==> src/rtl/aes_round_ctrl.sv <==
// AES round controller: sequences NR rounds of an external round-function
// datapath over a 128-bit state register with a valid/ready handshake on
// both ends and a synchronous abort.
module aes_round_ctrl #(
    parameter int NR = 10
) (
    input  logic         clk,
    input  logic         rst,
    input  logic         in_valid,
    output logic         in_ready,
    input  logic [127:0] data_in,
    output logic         out_valid,
    input  logic         out_ready,
    output logic [127:0] data_out,
    input  logic         abort,
    output logic [3:0]   rk_idx,
    input  logic [127:0] rk,
    output logic [127:0] rf_in,
    output logic         rf_final,
    input  logic [127:0] rf_out,
    output logic         busy
);

    localparam logic [3:0] LAST = 4'(NR);

    typedef enum logic [1:0] {
        IDLE  = 2'd0,
        ROUND = 2'd1,
        DONE  = 2'd2
    } state_t;

    state_t       state, nxt;
    logic [3:0]   rnd;
    logic [127:0] st;
    logic         live;
    logic         accept;
    logic         last_rnd;

    assign last_rnd  = (rnd == LAST);
    assign in_ready  = (state == IDLE) && live;
    assign accept    = in_valid && in_ready;
    assign out_valid = (state == DONE);
    assign busy      = (state != IDLE);
    assign data_out  = st;
    assign rf_in     = st;
    assign rf_final  = (state == ROUND) && last_rnd;
    assign rk_idx    = (state == ROUND) ? rnd : 4'd0;

    // live goes high on the first edge after reset release, so in_ready
    // stays low for the whole reset interval and rises one cycle later
    always_ff @(posedge clk or negedge rst) begin
        if (!rst) live <= 1'b0;
        else      live <= 1'b1;
    end

    // FSM state register
    always_ff @(posedge clk or negedge rst) begin
        if (!rst) state <= IDLE;
        else      state <= nxt;
    end

    // Next-state logic; abort outranks every other exit from ROUND/DONE
    always_comb begin
        nxt = state;
        case (state)
            IDLE:    if (accept) nxt = ROUND;
            ROUND: begin
                if (abort)         nxt = IDLE;
                else if (last_rnd) nxt = DONE;
            end
            DONE:    if (abort || out_ready) nxt = IDLE;
            default: nxt = IDLE;
        endcase
    end

    // State register and round counter: initial AddRoundKey on accept,
    // then one datapath pass per cycle; counter parks at NR on the last round
    always_ff @(posedge clk or negedge rst) begin
        if (!rst) begin
            st  <= '0;
            rnd <= '0;
        end else begin
            case (state)
                IDLE: begin
                    if (accept) begin
                        st  <= data_in ^ rk;
                        rnd <= 4'd1;
                    end
                end
                ROUND: begin
                    if (abort) begin
                        st  <= '0;
                        rnd <= '0;
                    end else begin
                        st <= rf_out;
                        if (!last_rnd) rnd <= rnd + 4'd1;
                    end
                end
                DONE: begin
                    if (abort) begin
                        st  <= '0;
                        rnd <= '0;
                    end else if (out_ready) begin
                        rnd <= '0;
                    end
                end
                default: begin
                    st  <= '0;
                    rnd <= '0;
                end
            endcase
        end
    end

endmodule

==> config.mk <==
export PLATFORM = sky130hd
export DESIGN_NAME = aes_round_ctrl
export DESIGN_NICKNAME = d
export VERILOG_FILES = /design/src/rtl/aes_round_ctrl.sv
export SDC_FILE = /design/constraint.sdc
export NUM_CORES = 1
export LEC_CHECK = 0
export CORE_AREA = 2 2 251 253
export DETAILED_ROUTE_END_ITERATION = 12
export DIE_AREA = 0 0 253 255
export SETUP_SLACK_MARGIN = 0.05
export SYNTH_ARGS = -nofsm -noshare
export SYNTH_HDL_FRONTEND = slang
export SYNTH_SLANG_ARGS = --single-unit
export TNS_END_PERCENT = 10
==> constraint.sdc <==
create_clock -name clk -period 1.4 [get_ports clk]
set_input_delay 0.21 -clock clk [delete_from_list [all_inputs] [get_ports clk]]
set_output_delay 0.21 -clock clk [all_outputs]
set_load 0.1 [all_outputs]
# Yosys cells after proc, flatten, opt, wreduce, memory -nomap -nowiden
# Index checks and enable logic that the tools add are counted.
[classes]
add_sub_neg = 1
multipliers = 0
n_div = 0
n_lt_le_gt_ge = 0
n_eq_ne = 9
n_shift = 0
n_mux = 16
bitwise = 1
n_reduce_logical = 9
[ops]
columns = ["op", "count"]
rows = [
  ["$mux W128", 3],
  ["$pmux W128 S3", 1],
  ["$xor A128 B128 Y128", 1],
  ["$mux W4", 6],
  ["$pmux W4 S3", 1],
  ["$mux W2", 4],
  ["$ne A3 B3 Y1 const B", 2],
  ["$pmux W2 S3", 1],
  ["$reduce_and A3 Y1", 2],
  ["$add A4 B1 Y4 const B", 1],
  ["$eq A4 B4 Y1 const B", 1],
  ["$ne A2 B1 Y1 const B", 2],
  ["$logic_and A1 B1 Y1", 3],
  ["$ne A3 B1 Y1 const B", 1],
  ["$eq A2 B1 Y1 const B", 1],
  ["$eq A2 B2 Y1 const B", 1],
  ["$logic_not A2 Y1", 1],
  ["$ne A2 B2 Y1 const B", 1],
  ["$reduce_and A2 Y1", 1],
  ["$reduce_bool A2 Y1", 1],
  ["$logic_or A1 B1 Y1", 1],
]
[word_totals]
ff_bits = 135
latchBits = 0
mem_bits_rw = 0
romBits = 0
inputBits = 389
output_inout_bits = 264
memories = 0

# Longest topological paths before layout
[depth]
word_depth = 5
mapped_depth = 6

# Worst setup path after synthesis
# Ideal clock, no wire load.
[synth_path]
kind = "reg2out"
startpoint = "register rnd[0]"
endpoint = "output port rf_final"
arrival_ns = 2.796
t_required_ns = 1.190
setup_slack_ns = -1.606
path_stages_with_launch = 5
path_cell_list = "dfrtp_1 -> inv_1 -> ha_1 -> nand3b_1 -> nor3_1"
[synth_between]
elab_chain_len = 2
[synth_rtl]
columns = ["item", "line", "text"]
rows = [
  ["start: declaration", "33", "logic [3:0] rnd;"],
  ["start signal: assignment", "96", "if (!last_rnd) rnd <= rnd + 4'd1;"],
  ["$eq A4 B4 Y1", "39", "assign last_rnd = (rnd == LAST);"],
  ["$logic_and A1 B1 Y1", "46", "assign rf_final = (state == ROUND) && last_rnd;"],
  ["end: declaration", "19", "output logic rf_final,"],
]
# No other way between the ends.

# Worst setup path in the final report
# Ends and elaborated chain as after synthesis.

==> summary.md <==
| Metric | Value |
|---|---|
| Sequential element share of the synthesized area | 40.8% |
| CTS tree | yes |
| Synth async-reset ratio | between 90% and 100% |
| Mapped Nets | 1140 |
| Initial detailed-routing violation count | 387 |
| Antenna diodes | 0 |
| Commonest non-fill, non-tap cells in the layout | 387 x clkdlybuf4s50_1, 280 x buf_12, 255 x a22o_1 |
| Commonest non-fill, non-tap cell in the layout | clkdlybuf4s50_1 |
| Crit start category | flop |
| Die width | 253 µm |
| Clock Latency Late Sink | 0.46 ns |
| R2R depth | 6 |
| ANT nets after route | 0 |
| # setup viols final | 140 |
| R2r setup slk | -0.26 ns |
| Min Tclk post-route | 1.87 ns |
| Routability congestion estimate from global placement | between 0.8 and 0.9 |
| Most used flip-flop cell after synthesis | dfrtp_1 |
| Largest net degree at the start of global routing | 68 |
| Layout cells sized above 1 | 40.1% |
| Vias per cell | 3.93 |
| H-tree levels | 4 |
| WP data required | 1.19 ns |
| Vias in the first global route | approximately 9000 |
| Setup CP Type | flop to output pin |
| Synthesis-stage register bit count | 135 |
| Worst R2R End | data_out[30] |
| Via count | 8426 |
| WP data arrival | ~1.7 ns |
| CTS buffer count | 17 |
| Port bufs | 652 |
| First drt pass iteration count | 6 |
| Failing checks | negative setup slack |
| Clock skew | between 0.008 and 0.009 ns |
| Core ar. | 0.0622 mm² |
| Clock sinks | 135 |
| Synth Instances | 749 |
| Hpwl dp | 31300 µm |
| Initial antenna violation count | 0 |
| Cell row count | 92 |
| Final nets | 1723 |
| Initial Util | about an eighth |
| Max_cap viols | 0 |
| Design Area, Final | approximately 0.019 mm² |
| Final setup margin | -0.467 ns |
| Hold Vio Cnt, Final | 0 |
| Area growth from synthesis to final layout | 134% |
| DR WL/cell | 19.7 µm |
| Reg-to-reg startpoint | state[1] |
| EDFF count, synth | 0 |
| Fillers | 6202 |
| Residual DRC | 0 |
| Tightest Hold Check Type | primary input to asynchronous set/reset pin |
| Reg clk slew, reported paths | 0.06 ns |
| Fmax | 0.536 GHz |
| Slew HR | 63.3% |
| Clk buf depth | 2 |
| Synthesized area per cell | 11.1 µm² |
| Tcrit/Tclk final | 133% |
| CP Capture Type | output pin |
| Tot GR Track Use | 12.6% |
| Die area | 0.0645 mm² |
| IO Count | 653 |
| Grt total ovfl | 0 |
| Least-Margin Pin Slew | between 0.5 and 0.6 ns |
| Total Neg Setup Slack | -27.94 ns |
| Total wire length | 42300 µm |
| Synthesized area | 0.00828 mm² |
| Max-slew violations | 0 |
| Chip height | 255 µm |
| First-pass GRT wire length | 58800 µm |
| Post-synthesis cell type count | 33 |
| RSZ-0062 raised after global routing | yes |
| Critical path peak fanout | 2 |
| DP Area | around 0.018 mm² |
| CTS root buffer | clkbuf_16 |
| Count of warnings emitted by yosys | 0 |
| Status | finished, violations left |
## area by class of cell
| type | count | area, µm² | share of cell area, % |
|---|---|---|---|
| inverters | 4 | 20.0 | 0.103 |
| clock buffers | 24 | 472 | 2.43 |
| multi-input cells | 425 | 3760 | 19.4 |
| flip-flops and latches | 135 | 3540 | 18.2 |
| clock inverters | 8 | 123 | 0.632 |
| repair buffers | 749 | 10500 | 54.1 |
| well taps | 799 | 1000 | 5.15 |
## state kept, by name (all words and copies together), names as in the netlist
| name | count |
|---|---|
| rnd | 4 |
| live | 1 |
| data_out | 128 |
| state | 2 |
## timing repair
item | 4_1_cts | 5_1_grt
setup endpoints to repair | 393 | 384
pin swaps | 158 | 36
resized for setup | 159 | 12
hold buffers | 1 | 0
buffers inserted | 20 | 4
endpoints found under the hold margin | 26 | 0
gates cloned | 13 | 1
## cells in the mapped netlist (2+ instances only)
cell type  count  area (µm²)
buf_6          5        56.3
buf_1          2        7.51
a21oi_1        2        10.0
inv_1          3        11.3
nor2_1         3        11.3
nand3b_1       3        22.5
nor2b_1        4        25.0
and3_1         2        12.5
a22o_1       256        2240
buf_2         39         195
dfrtp_1      135        3380
xor2_1       127        1110
nor3_1         2        10.0
ha_1           2        25.0
o21ai_0        2        10.0
buf_4        128         961
xnor2_1        2        17.5
clkbuf_1      11        41.3
and2_1         3        18.8
nand3_1        3        15.0
nand2_1        3        11.3
## critical path: stages (launching register included)
cell	delay [ns]
dfrtp_1	0.38
inv_2	0.08
ha_4	0.13
nand3b_1	0.18
nor3_4	0.21
buf_12	0.20
## per-stage QoR
step | setup slack (ns) | hold slack (ns) | util, % | instances
floorplan | -0.419 | -0.0856 | - | 749
global placement | -0.402 | 0.200 | 28.8 | 2076
detailed placement | -0.421 | 0.211 | 28.8 | 2076
CTS | -0.535 | 0.245 | 31.1 | 2141
global route | -0.565 | 0.285 | 31.2 | 2144
finish | -0.467 | 0.288 | 31.2 | 2144
## cells by family after synthesis
kind of cell	share of synthesized area (%)
XOR/XNOR	13.6
AND/OR/NAND/NOR	1.99
flip-flops	40.8
AO/OA/AOI/OAI	27.8
buffers and inverters	15.4
other	0.0453
adder cells (fa/ha/maj)	0.302
## how the worst max path moves through the flow
stage	from	to	slack [ns]	cells after the start
after floorplan	rnd[0]	rf_final	-0.42	4
after global placement	abort	rnd[2]	-0.40	6
after detailed placement	abort	data_out[42]	-0.42	7
after CTS	rnd[0]	rf_final	-0.54	5
after global routing	rnd[0]	rf_final	-0.56	5
final	rnd[0]	rf_final	-0.47	5
## per-layer routing
layer | wire (µm) | vias up | global-route usage [%]
li1 | - | 3823 | -
met1 | 16600 | 4158 | 14.5
met2 | 21800 | 408 | 22.3
met3 | 3010 | 37 | 3.13
met4 | 913 | 0 | 4.75
met5 | 0 | - | 0
Power is left out: the tool's default activity adds up to more than one toggle a clock period on the data nets, which glitch-free logic cannot reach.
